## config.mk

```make
export PLATFORM = sky130hd
export DESIGN_NAME = freq_meter
export DESIGN_NICKNAME = d
export VERILOG_FILES = /design/src/rtl/freq_meter_pkg.sv /design/src/rtl/freq_meter_div.sv /design/src/rtl/freq_meter.sv
export SDC_FILE = /design/constraint.sdc
export NUM_CORES = 1
export LEC_CHECK = 0
export BUFFER_PORTS_ARGS = -buffer_cell sky130_fd_sc_hd__clkbuf_2
export CAP_MARGIN = 5
export CELL_PAD_IN_SITES_DETAIL_PLACEMENT = 1
export CELL_PAD_IN_SITES_GLOBAL_PLACEMENT = 2
export CORE_MARGIN = 5
export CORE_UTILIZATION = 30
export DETAILED_ROUTE_END_ITERATION = 10
export PLACE_DENSITY = 0.67
export SLEW_MARGIN = 20
export SYNTH_ARGS = -nofsm -noshare
export SYNTH_HDL_FRONTEND = slang
export SYNTH_HIERARCHICAL = 1
export SYNTH_SLANG_ARGS = --single-unit
```

## constraint.sdc

```tcl
create_clock -name clk -period 6.6 [get_ports clk]
set_input_delay 0.33 -clock clk [delete_from_list [all_inputs] [get_ports clk]]
set_output_delay 0.33 -clock clk [all_outputs]
set_load 0.05 [all_outputs]
```

## src/rtl/freq_meter_pkg.sv

```systemverilog
// Shared types and constants for the frequency / peak-amplitude meter.
// Contents: FSM state encoding, output saturation limits, divider widths,
// the gate snapshot payload and a saturating absolute-value helper.
package freq_meter_pkg;

  localparam int unsigned DIN_W  = 16;
  localparam int unsigned FREQ_W = 19;
  localparam int unsigned NUM_W  = 32;
  localparam int unsigned DEN_W  = 16;
  localparam int unsigned IDX_W  = 16;
  localparam int unsigned STEP_W = 5;

  localparam logic [FREQ_W-1:0] FREQ_MAX = 19'h7FFFF;
  localparam logic [DIN_W-1:0]  AMP_MAX  = 16'h7FFF;

  typedef enum logic [1:0] {
    S_RUN = 2'd0,
    S_DIV = 2'd1,
    S_OUT = 2'd2
  } state_t;

  // Values captured at the end of a measurement gate
  typedef struct packed {
    logic [IDX_W-1:0] cnt;
    logic [IDX_W-1:0] first;
    logic [IDX_W-1:0] last;
    logic [DIN_W-1:0] pk;
  } snap_t;

  // |x| with the one unrepresentable magnitude (-32768) clamped to 32767
  function automatic logic [DIN_W-1:0] abs_sat(input logic signed [DIN_W-1:0] x);
    if (x == 16'sh8000) return AMP_MAX;
    else if (x[DIN_W-1]) return DIN_W'(-x);
    else return DIN_W'(x);
  endfunction

endpackage

```

## src/rtl/freq_meter_div.sv

```systemverilog
// Sequential restoring divider, 32-bit numerator by 16-bit denominator,
// one quotient bit per clock (32 iteration clocks after the start clock).
// Ports:
//   clk, rst   clock, synchronous active-high reset (aborts a divide)
//   start      load num/den and begin; ignored while busy
//   num, den   dividend / divisor
//   busy       high while iterating
//   done       one-clock pulse when quo is valid
//   quo        quotient; holds until the next start
module freq_meter_div
  import freq_meter_pkg::*;
(
  input  logic             clk,
  input  logic             rst,
  input  logic             start,
  input  logic [NUM_W-1:0] num,
  input  logic [DEN_W-1:0] den,
  output logic             busy,
  output logic             done,
  output logic [NUM_W-1:0] quo
);

  logic [DEN_W-1:0]  rem;
  logic [DEN_W-1:0]  dsr;
  logic [STEP_W-1:0] step;
  logic [DEN_W:0]    trial_c;
  logic [DEN_W-1:0]  diff_c;
  logic              fit_c;

  // Trial subtraction of the divisor from the shifted partial remainder;
  // diff wraps harmlessly because it is only used when the divisor fits
  always_comb begin
    trial_c = {rem, quo[NUM_W-1]};
    fit_c   = (trial_c >= {1'b0, dsr});
    diff_c  = trial_c[DEN_W-1:0] - dsr;
  end

  // quo doubles as the dividend shift register while busy
  always_ff @(posedge clk) begin
    if (rst) begin
      busy <= 1'b0;
      done <= 1'b0;
      quo  <= '0;
      rem  <= '0;
      dsr  <= '0;
      step <= '0;
    end else begin
      done <= 1'b0;
      if (busy) begin
        rem  <= fit_c ? diff_c : trial_c[DEN_W-1:0];
        quo  <= {quo[NUM_W-2:0], fit_c};
        step <= step + STEP_W'(1);
        if (step == STEP_W'(NUM_W - 1)) begin
          busy <= 1'b0;
          done <= 1'b1;
        end
      end else if (start) begin
        rem  <= '0;
        quo  <= num;
        dsr  <= den;
        step <= '0;
        busy <= 1'b1;
      end
    end
  end

endmodule

```

## src/rtl/freq_meter.sv

```systemverilog
// Frequency (Hz) and peak |din| meter for a signed sample stream.
// Counts hysteresis-qualified rising zero crossings over a gate of
// GATE_SAMPLES strobes and reports freq = (crossings-1)*FS_HZ / span.
// Optional macro FREQ_METER_ROUND_EN: round the quotient to nearest
// instead of truncating.
// Ports:
//   clk     system clock
//   rst     synchronous active-high reset
//   f_s     sample strobe, asynchronous to clk (period >= 40 clk)
//   din     signed sample, held constant between strobes
//   freq    measured frequency in Hz, saturating at 19'h7FFFF
//   amp     peak |din| over the last gate
//   no_sig  last gate held fewer than 2 rising crossings
//   valid   one-clock pulse when freq/amp/no_sig update
module freq_meter
  import freq_meter_pkg::*;
#(
  parameter int unsigned FS_HZ        = 40000,
  parameter int unsigned GATE_SAMPLES = 4000,
  parameter int unsigned HYST         = 512
) (
  input  logic                    clk,
  input  logic                    rst,
  input  logic                    f_s,
  input  logic signed [DIN_W-1:0] din,
  output logic [FREQ_W-1:0]       freq,
  output logic [DIN_W-1:0]        amp,
  output logic                    no_sig,
  output logic                    valid
);

  localparam int unsigned          HW       = DIN_W + 1;
  localparam logic [IDX_W-1:0]     IDX_LAST = IDX_W'(GATE_SAMPLES - 1);
  localparam logic signed [DIN_W:0] HYST_POS = HW'(HYST);
  localparam logic signed [DIN_W:0] HYST_NEG = -HYST_POS;

  logic [2:0]              f_sync;
  logic                    strobe_c;
  logic                    stb_q;
  logic signed [DIN_W-1:0] din_q;
  logic                    armed;
  logic [IDX_W-1:0]        idx;
  logic [IDX_W-1:0]        cnt, first, last;
  logic [DIN_W-1:0]        pk;
  snap_t                   snap;
  logic                    gate_done;

  logic signed [DIN_W:0]   din_x_c;
  logic [DIN_W-1:0]        abs_c;
  logic                    neg_c, cross_c, gate_end_c;
  logic [IDX_W-1:0]        cnt_n, first_n, last_n;
  logic [DIN_W-1:0]        pk_n;

  state_t                  state, state_n;
  logic                    div_start_c, out_load_c;
  logic [NUM_W-1:0]        num_c;
  logic [DEN_W-1:0]        den_c;
  logic                    div_busy, div_done;
  logic [NUM_W-1:0]        div_quo;

  // Falling edge of the synchronised f_s
  assign strobe_c = f_sync[2] & ~f_sync[1];

  // Per-sample acquisition results, including the current sample
  always_comb begin
    din_x_c    = {din_q[DIN_W-1], din_q};
    abs_c      = abs_sat(din_q);
    neg_c      = (din_x_c < HYST_NEG);
    cross_c    = armed && (din_x_c >= HYST_POS);
    gate_end_c = stb_q && (idx == IDX_LAST);
    cnt_n      = cnt;
    first_n    = first;
    last_n     = last;
    pk_n       = pk;
    if (cross_c) begin
      cnt_n  = cnt + IDX_W'(1);
      last_n = idx;
      if (cnt == '0) first_n = idx;
    end
    if (abs_c > pk) pk_n = abs_c;
  end

  // Synchroniser, sample capture, hysteresis and gate accumulation
  always_ff @(posedge clk) begin
    if (rst) begin
      f_sync    <= '0;
      stb_q     <= 1'b0;
      din_q     <= '0;
      armed     <= 1'b0;
      idx       <= '0;
      cnt       <= '0;
      first     <= '0;
      last      <= '0;
      pk        <= '0;
      snap      <= '0;
      gate_done <= 1'b0;
    end else begin
      f_sync    <= {f_sync[1:0], f_s};
      stb_q     <= strobe_c;
      if (strobe_c) din_q <= din;
      gate_done <= gate_end_c;
      if (stb_q) begin
        if (neg_c) armed <= 1'b1;
        else if (cross_c) armed <= 1'b0;
        first <= first_n;
        last  <= last_n;
        if (gate_end_c) begin
          snap <= '{cnt: cnt_n, first: first_n, last: last_n, pk: pk_n};
          cnt  <= '0;
          pk   <= '0;
          idx  <= '0;
        end else begin
          cnt <= cnt_n;
          pk  <= pk_n;
          idx <= idx + IDX_W'(1);
        end
      end
    end
  end

  // Divider operands from the gate snapshot
  always_comb begin
    num_c = NUM_W'(snap.cnt - IDX_W'(1)) * NUM_W'(FS_HZ);
    den_c = DEN_W'(snap.last - snap.first);
`ifdef FREQ_METER_ROUND_EN
    num_c = num_c + NUM_W'(den_c >> 1);
`endif
  end

  always_ff @(posedge clk) begin
    if (rst) state <= S_RUN;
    else     state <= state_n;
  end

  // Gate sequencing: skip the divide when there is nothing to measure
  always_comb begin
    state_n     = state;
    div_start_c = 1'b0;
    out_load_c  = 1'b0;
    unique case (state)
      S_RUN: begin
        if (gate_done) begin
          if (snap.cnt < IDX_W'(2)) begin
            state_n = S_OUT;
          end else begin
            div_start_c = 1'b1;
            state_n     = S_DIV;
          end
        end
      end
      S_DIV: if (div_done) state_n = S_OUT;
      S_OUT: begin
        out_load_c = 1'b1;
        state_n    = S_RUN;
      end
      default: state_n = S_RUN;
    endcase
  end

  freq_meter_div u_div (
    .clk   (clk),
    .rst   (rst),
    .start (div_start_c),
    .num   (num_c),
    .den   (den_c),
    .busy  (div_busy),
    .done  (div_done),
    .quo   (div_quo)
  );

  // Result registers
  always_ff @(posedge clk) begin
    if (rst) begin
      freq   <= '0;
      amp    <= '0;
      no_sig <= 1'b1;
      valid  <= 1'b0;
    end else begin
      valid <= out_load_c;
      if (out_load_c) begin
        amp <= snap.pk;
        if (snap.cnt < IDX_W'(2)) begin
          freq   <= '0;
          no_sig <= 1'b1;
        end else begin
          freq   <= (div_quo > NUM_W'(FREQ_MAX)) ? FREQ_MAX : div_quo[FREQ_W-1:0];
          no_sig <= 1'b0;
        end
      end
    end
  end

  // A gate can only finish while idle if f_s respects its minimum period
  a_gate_in_run: assert property (@(posedge clk) disable iff (rst)
    gate_done |-> (state == S_RUN));
  a_start_idle: assert property (@(posedge clk) disable iff (rst)
    div_start_c |-> !div_busy);

endmodule

```

==> impl_metrics.env, run 1 <==
export IMPL_placeableCoreArea_sq_mm=0.0564
export IMPL_worstHoldPathType="in2reg"
export IMPL_detailedPlace_worstSlack_ps=295
export IMPL_crit_fanout=6
export IMPL_tritoncts_num_buffers=37
export IMPL_vias_per_cell=4.93
export IMPL_critPathLaunchType="flop"
export IMPL_final_min_period_over_clock_period_pct=92.8
export IMPL_power_density_mw_per_mm2=196
export IMPL_most_instantiated_flip_flop_cell_in_the_synthesis_netlist="dfxtp_1"
export IMPL_timing_setup_critical_path_class="reg2reg"
export IMPL_met3_wirelength_um=1100
export IMPL_grt_max_degree=106
export IMPL_final_core_util_pct=34.4
export IMPL_tritoncts_clock_tree="built"
export IMPL_finalSetupViolCount=0
export IMPL_cp_cell_sequence="inv_1 -> ha_1 -> or4b_2 -> nor4_4 -> xor2_2 -> inv_2 -> xnor2_2 -> inv_1 -> ha_1 -> ha_1 -> fa_1 -> ha_1 -> fa_1 -> ha_1 -> a21o_1 -> a41oi_1 -> o21ai_0 -> a311oi_1 -> xor2_1 -> mux2i_1 -> nor2_1 -> a21oi_1 -> nor2_1"
export IMPL_final_cell_mix="dfxtp_1 (275), nor2_1 (233), nand2_1 (187), inv_1 (169), a21oi_1 (169)"
export IMPL_p_leak_nw=7.39
export IMPL_setup_tns_ps=0
export IMPL_hpwlAfterDp_um=32600
export IMPL_worst_case_setup_margin_in_the_final_layout_ps=476
export IMPL_clock_root_buffer="clkbuf_16"
export IMPL_vdd_ir_drop_worst_mv=0.183
export IMPL_timing_critical_path_arrival_ps=6550
export IMPL_final_antenna_net_count=0
export IMPL_worst_path_largest_cell_delay_ps=640
export IMPL_dieArea_sq_mm=0.0618
export IMPL_post_route_cells_drive_above_1_share_pct=8.05
export IMPL_count_of_standard_cell_rows=87
export IMPL_post_synth_inst_count=2057
export IMPL_fin_nets=2255
export IMPL_number_of_cells_after_detailed_placement=2777
export IMPL_post_synth_num_cell_types=79
export IMPL_grt_overflow=0
export IMPL_drv_slew=0
export IMPL_met2WireLength_um=21000
export IMPL_timing_slew_headroom_pct=27.1
export IMPL_layoutNonFillerInstCount=2855
export IMPL_post_synth_top_area_fraction_pct=32.3
export IMPL_top_level_ports=56
export IMPL_initialDrtViolationCount=354
export IMPL_timing_max_cap_violations=0
export IMPL_yosysSeqAreaShare_pct=32.3
export IMPL_synth_ff_latch_count=276
export IMPL_power_total_mw=3.81
export IMPL_worst_pin_slew_ps=1090
export IMPL_final_instance_area_sq_mm=0.0194
export IMPL_floorplan_initialDensity_pct=30.3
export IMPL_synth_top_cells_by_area="dfxtp_1 (32%), ha_1 (8.9%), mux2i_1 (6.4%)"
export IMPL_clock_insertion_delay_worst_skew_ps=560
export IMPL_finalHoldWorstSlack_ps=41.2
export IMPL_detail_route_first_pass_iterations=4
export IMPL_critPathCaptureType="flop"
export IMPL_rsz_0062_raised_after_global_routing="no"
export IMPL_track_usage_pct=14.5
export IMPL_chipWidth_um=249
export IMPL_syn_avg_cell_area_sq_um=8.31
export IMPL_antenna_cells=0
export IMPL_drt_total_wl_um=45000
export IMPL_clock_skew_final_ps=11.9
export IMPL_report_final_hold_viol_count=0
export IMPL_via_count=14100
export IMPL_syn_to_layout_area_delta_pct=13.5
export IMPL_cts_htree_levels=2
export IMPL_synth_enable_flop_cells=0
export IMPL_critical_path_slowest_cell="or4b_2"
export IMPL_clk_pin_slew_worst_paths_ps=60
export IMPL_asyncSetResetFlopFracSynth_pct=0
export IMPL_cp_common_cell="ha_1"
export IMPL_mostFrequentLayoutCell="dfxtp_1"
export IMPL_synth_top_area_cell="dfxtp_1"
export IMPL_yosys_warnings=6
export IMPL_floorplan_die_height_um=249
export IMPL_run_status="complete, no violations"
export IMPL_placement_cell_area_sq_mm=0.0181
export IMPL_gp_congestion=0.782
export IMPL_port_buffers=55
export IMPL_clock_sinks=276
export IMPL_antenna_found_initial=0
export IMPL_grt_first_pass_wirelength_um=76900
export IMPL_detail_route_wl_per_cell_um=15.8
export IMPL_maxClockFrequency_ghz=0.163
export IMPL_topRoutingLayerUsed="met4"
export IMPL_num_fill_cells=6742
export IMPL_critical_path_required_ps=7030
export IMPL_first_global_vias=14800
export IMPL_post_synth_instance_area_sq_mm=0.0171
export IMPL_route_layer_met1_wl_um=22100
export IMPL_clk_path_buf_depth=3
export IMPL_timing_final_crit_period_ps=6120
export IMPL_post_detailed_route_drc_marker_count=0
==> flip-flops by register name, indices dropped and copies added, names as in the netlist <==
| register | cells |
|---|---|
| armed | 1 |
| u_div/rem | 16 |
| din_q | 16 |
| f_sync | 3 |
| u_div/step | 5 |
| last | 16 |
| first | 16 |
| no_sig | 1 |
| state | 2 |
| valid | 1 |
| u_div/dsr | 16 |
| snap | 64 |
| u_div/quo | 32 |
| gate_done | 1 |
| cnt | 16 |
| stb_q | 1 |
| pk | 16 |
| u_div/busy | 1 |
| idx | 16 |
| u_div/done | 1 |
| freq | 19 |
| amp | 16 |
==> layout make-up <==
| class | instances | area, sq um | share of cell area [%] |
|---|---|---|---|
| Clock buffer | 53 | 1040 | 5.34 |
| Clock inverter | 12 | 143 | 0.735 |
| Inverter | 172 | 646 | 3.33 |
| Multi-Input combinational cell | 1493 | 10500 | 54.1 |
| Sequential cell | 276 | 5530 | 28.5 |
| Tap cell | 756 | 946 | 4.88 |
| Timing Repair Buffer | 93 | 599 | 3.09 |
==> path summary, 6_finish.rpt <==
check / from / end / depth (start not counted) / slack, ps
setup / recovery: snap[49] / u_div/quo[31] / 23 / 480
hold / removal: din[14] / din_q[14] / 3 / 40
setup reg to reg: snap[49] / u_div/quo[31] / 23 / 480
hold reg to reg: freq[14] / freq[14] / 2 / 450
==> where the power goes <==
group	switching (mW)	internal [mW]	total (mW)
clock network	0.796	1.17	1.97
registers	0.00502	1.67	1.67
logic	0.117	0.0430	0.160
==> worst max-delay path: cells and delay by family (launching register included) <==
kind | cells | cell delay (ps)
simple gates | 4 | 950
buf+inv | 3 | 380
xor+xnor | 3 | 600
compound gates | 5 | 1070
fa+ha+maj | 7 | 2530
flops | 1 | 300
mux | 1 | 150
==> routing by layer <==
| metal | track usage [%] | vias up |
|---|---|---|
| met5 | 0 | - |
| met4 | 3.88 | 0 |
| met3 | 2.01 | 60 |
| met2 | 24.6 | 110 |
| met1 | 19.4 | 6732 |
| li1 | - | 7160 |
==> Yosys cell counts (11+ instances only) <==
master,n
ha_1,122
a21o_1,13
or3_1,12
nand2_1,187
nor3b_1,13
nor2_1,235
o21ai_1,13
nand2b_1,30
dfxtp_1,276
nand3_1,33
a211oi_1,61
and3_1,14
xor2_1,46
nand3b_1,13
mux2i_1,110
nand4_1,28
clkbuf_1,96
o21ai_0,43
xnor2_1,59
o211ai_1,27
o32ai_1,16
nor4_1,19
a21oi_1,169
fa_1,41
buf_2,11
inv_1,170
nor3_1,29
nor2b_1,18
==> logic make-up after synthesis <==
kind of cell / share of synthesized area, %
multiplexers: 6.51
AO/OA/AOI/OAI: 16.3
other: 0.0219
buffers and inverters: 6.65
AND/OR/NAND/NOR: 18.7
adder cells (fa/ha/maj): 13.8
XOR/XNOR: 5.67
flip-flops: 32.3
==> repair_timing <==
item                       in CTS  in global routing
hold endpoints to repair       12                  0
hold buffers                   12                  0
resized for setup               0                  6
setup endpoints to repair       0                  5
setup buffers                   0                  1
Note: power is estimated with default switching activity, not from simulation.
==> run 2, diff against run 1 <==
--- a/config.mk
+++ b/config.mk
@@ -16,5 +16,4 @@
 export SLEW_MARGIN = 20
 export SYNTH_ARGS = -nofsm -noshare
 export SYNTH_HDL_FRONTEND = slang
-export SYNTH_HIERARCHICAL = 1
 export SYNTH_SLANG_ARGS = --single-unit
==> impl_metrics.env, run 2 <==
export IMPL_timing_critical_path_arrival_ps=6610
export IMPL_critical_path_slowest_cell="fa_1"
export IMPL_cts_htree_levels=2
export IMPL_floorplan_initialDensity_pct=30.3
export IMPL_timing_slew_headroom_pct=34.5
export IMPL_critical_path_startpoint="snap[48]"
export IMPL_layout_top_registers="snap x64, u_div.quo x32, freq x19"
export IMPL_chipWidth_um=245
export IMPL_grt_max_degree=123
export IMPL_timing_max_cap_violations=0
export IMPL_detail_route_first_pass_iterations=7
export IMPL_most_common_cell_in_the_netlist="dfxtp_1"
export IMPL_drv_slew=0
export IMPL_num_fill_cells=6531
export IMPL_mostFrequentLayoutCell="dfxtp_1"
export IMPL_synth_mux_area_share_pct=5.03
export IMPL_antenna_cells=0
export IMPL_cts_repair_resize_count=0
export IMPL_synth_top_area_cell="dfxtp_1"
export IMPL_seq_area_sq_mm=0.00553
export IMPL_worst_pin_slew_ps=983
export IMPL_first_global_vias=14500
export IMPL_final_min_period_over_clock_period_pct=94.0
export IMPL_grt_overflow=0
export IMPL_timing_final_crit_period_ps=6200
export IMPL_p_leak_nw=7.38
export IMPL_worst_r2r_path_depth=26
export IMPL_cp_common_cell="inv_1"
export IMPL_synth_compound_gate_area_share_pct=17.2
export IMPL_setup_tns_ps=0
export IMPL_largest_register_ff_count=64
export IMPL_fin_nets=2226
export IMPL_clk_pin_slew_worst_paths_ps=60
export IMPL_synth_ff_latch_count=276
export IMPL_gp_congestion=0.777
export IMPL_critPathLaunchType="flop"
export IMPL_worst_case_setup_margin_in_the_final_layout_ps=397
export IMPL_asyncSetResetFlopFracSynth_pct=0
export IMPL_post_route_cells_drive_above_1_share_pct=9.22
export IMPL_post_synth_top_area_fraction_pct=33.2
export IMPL_hpwlAfterDp_um=33200
export IMPL_detailedPlace_worstSlack_ps=401
export IMPL_yosys_area_share_xor_xnor_pct=5.69
export IMPL_synth_enable_flop_cells=0
export IMPL_synth_top_cells_by_area="dfxtp_1 (33%), ha_1 (9.5%), nand2_1 (6.2%)"
export IMPL_regToRegStartpoint="snap[48]"
export IMPL_cell_depth_of_the_worst_hold_path=3
export IMPL_worst_path_largest_cell_delay_ps=550
export IMPL_clock_sinks=276
export IMPL_multi_input_comb_area_sq_mm=0.0101
export IMPL_crit_fanout=8
export IMPL_placeableCoreArea_sq_mm=0.0550
export IMPL_clock_root_buffer="clkbuf_16"
export IMPL_worstHoldPathType="in2reg"
export IMPL_yosys_area_share_simple_pct=18.3
export IMPL_clock_insertion_delay_worst_skew_ps=560
export IMPL_most_instantiated_flip_flop_cell_in_the_synthesis_netlist="dfxtp_1"
export IMPL_maxClockFrequency_ghz=0.161
export IMPL_ys_top_cells_by_count="dfxtp_1 (276), nand2_1 (274), nor2_1 (229)"
export IMPL_tritoncts_num_buffers=37
export IMPL_run_status="complete, no violations"
export IMPL_syn_to_layout_area_delta_pct=14.0
export IMPL_rsz_0062_raised_after_global_routing="no"
export IMPL_cp_num_buf_inv=8
export IMPL_post_detailed_route_drc_marker_count=0
export IMPL_synth_fp_nets=2209
export IMPL_worst_r2r_setup_slack_ps=400
export IMPL_final_core_util_pct=34.5
export IMPL_track_usage_pct=15.2
export IMPL_critical_path_required_ps=7010
export IMPL_initialDrtViolationCount=463
export IMPL_tritoncts_clock_tree="built"
export IMPL_clk_path_buf_depth=3
export IMPL_post_synth_inst_count=2027
export IMPL_critPathCaptureType="flop"
export IMPL_drt_total_wl_um=45900
export IMPL_grt_first_pass_wirelength_um=76000
export IMPL_dominant_combinational_cell_family_by_area_after_synthesis="simple AND/OR/NAND/NOR gates"
export IMPL_clock_skew_final_ps=24.5
export IMPL_power_density_mw_per_mm2=204
export IMPL_detail_route_wl_per_cell_um=16.3
export IMPL_post_synth_num_cell_types=73
export IMPL_vdd_ir_drop_worst_mv=0.197
export IMPL_top_level_ports=56
export IMPL_floorplan_die_height_um=245
export IMPL_final_antenna_net_count=0
export IMPL_vias_per_cell=4.84
export IMPL_layoutNonFillerInstCount=2820
export IMPL_number_of_cells_after_detailed_placement=2737
export IMPL_cts_setup_buffers=0
export IMPL_finalSetupViolCount=0
export IMPL_post_synth_instance_area_sq_mm=0.0166
export IMPL_yosysSeqAreaShare_pct=33.2
export IMPL_timing_setup_critical_path_class="reg2reg"
export IMPL_path_delay_family="adder cells"
export IMPL_dieArea_sq_mm=0.0603
export IMPL_report_final_hold_viol_count=0
export IMPL_antenna_found_initial=0
export IMPL_critical_path_reg2reg_endpoint="u_div.quo[28]"
export IMPL_hold_start="din[15]"
export IMPL_endpoint_worst_hold="din_q[15]"
export IMPL_port_buffers=55
export IMPL_synthAdderAreaFrac_pct=13.9
export IMPL_top_register="snap"
export IMPL_syn_avg_cell_area_sq_um=8.21
export IMPL_count_of_standard_cell_rows=86
export IMPL_yosys_warnings=0
export IMPL_final_cell_mix="dfxtp_1 (275), nand2_1 (274), nor2_1 (229), a21oi_1 (168), inv_1 (159)"
export IMPL_via_count=13700
export IMPL_power_total_mw=3.87
-- run 2: cell count changes in the layout (fill, tap and decap cells not counted), sizes merged, moves of 14 or more --
cell,before,now
o21ai,56,91
nand2b,30,15
a22oi,2,21
o211ai,27,6
mux2i,110,69
nand2,187,275
o32ai,16,0
nand3,33,19
-- run 2: through the flow --
| stage | hold WS (ps) | area [sq um] |
|---|---|---|
| after floorplan | 414 | 16600 |
| after global placement | 435 | 17500 |
| after detailed placement | 428 | 17500 |
| after CTS | 1.54 | 19000 |
| after global routing | 23.2 | 19000 |
| final | 26.4 | 19000 |
-- run 2: layout make-up --
class / count / share of cell area [%]
inverter: 159 / 3.15
sequential: 276 / 29.1
clock inverter: 14 / 0.812
tap: 748 / 4.94
timing repair buffer: 90 / 3.09
multi-input combinational: 1480 / 53.0
clock buffer: 53 / 5.84
-- run 2: power by group --
part           leakage [nW]  internal, mW  switching (mW)
clock                 0.619          1.25           0.801
combinational          4.54        0.0478          0.0903
sequential             2.22          1.67         0.00443
total                  7.38          2.97           0.896
-- run 2: routing by layer --
| metal | share of wire [%] | wire length (um) | vias to the layer above | global-route usage, % |
|---|---|---|---|---|
| met5 | 0 | 0 | - | 0 |
| met4 | 2.0 | 920 | 0 | 4.00 |
| met3 | 2.2 | 1010 | 51 | 1.92 |
| met2 | 49 | 22400 | 113 | 27.0 |
| met1 | 47 | 21600 | 6537 | 19.4 |
| li1 | - | - | 6952 | - |
-- run 2: how the worst max path moves through the flow --
stage	endpoint	cells past startpoint	slack (ps)
4_1_cts	u_div.quo[28]	26	340
2_1_floorplan	u_div.quo[28]	24	670
3_5_place_dp	u_div.quo[28]	26	400
6_report	u_div.quo[28]	26	400
5_1_grt	u_div.quo[28]	22	20
3_3_place_gp	u_div.quo[28]	26	520
-- run 2: kinds of logic after synthesis --
| group | Yosys count |
|---|---|
| xor gates and xnor gates | 108 |
| and+or+nand+nor | 674 |
| adders and majority gates | 163 |
| AOI/OAI and AO/OA | 453 |
| muxes | 82 |
| DFF | 276 |
| buffers and inverters | 271 |
-- run 2: worst min-delay path, cell delays in order --
cell,delay (ps)
clkbuf_2,90
nand2_1,60
a21oi_1,50
-- run 2: repair_timing --
| item | 4_1_cts | 5_1_grt |
|---|---|---|
| setup endpoints to repair | 0 | 0 |
| endpoints found under the hold margin | 16 | 0 |
| hold buffers | 16 | 0 |
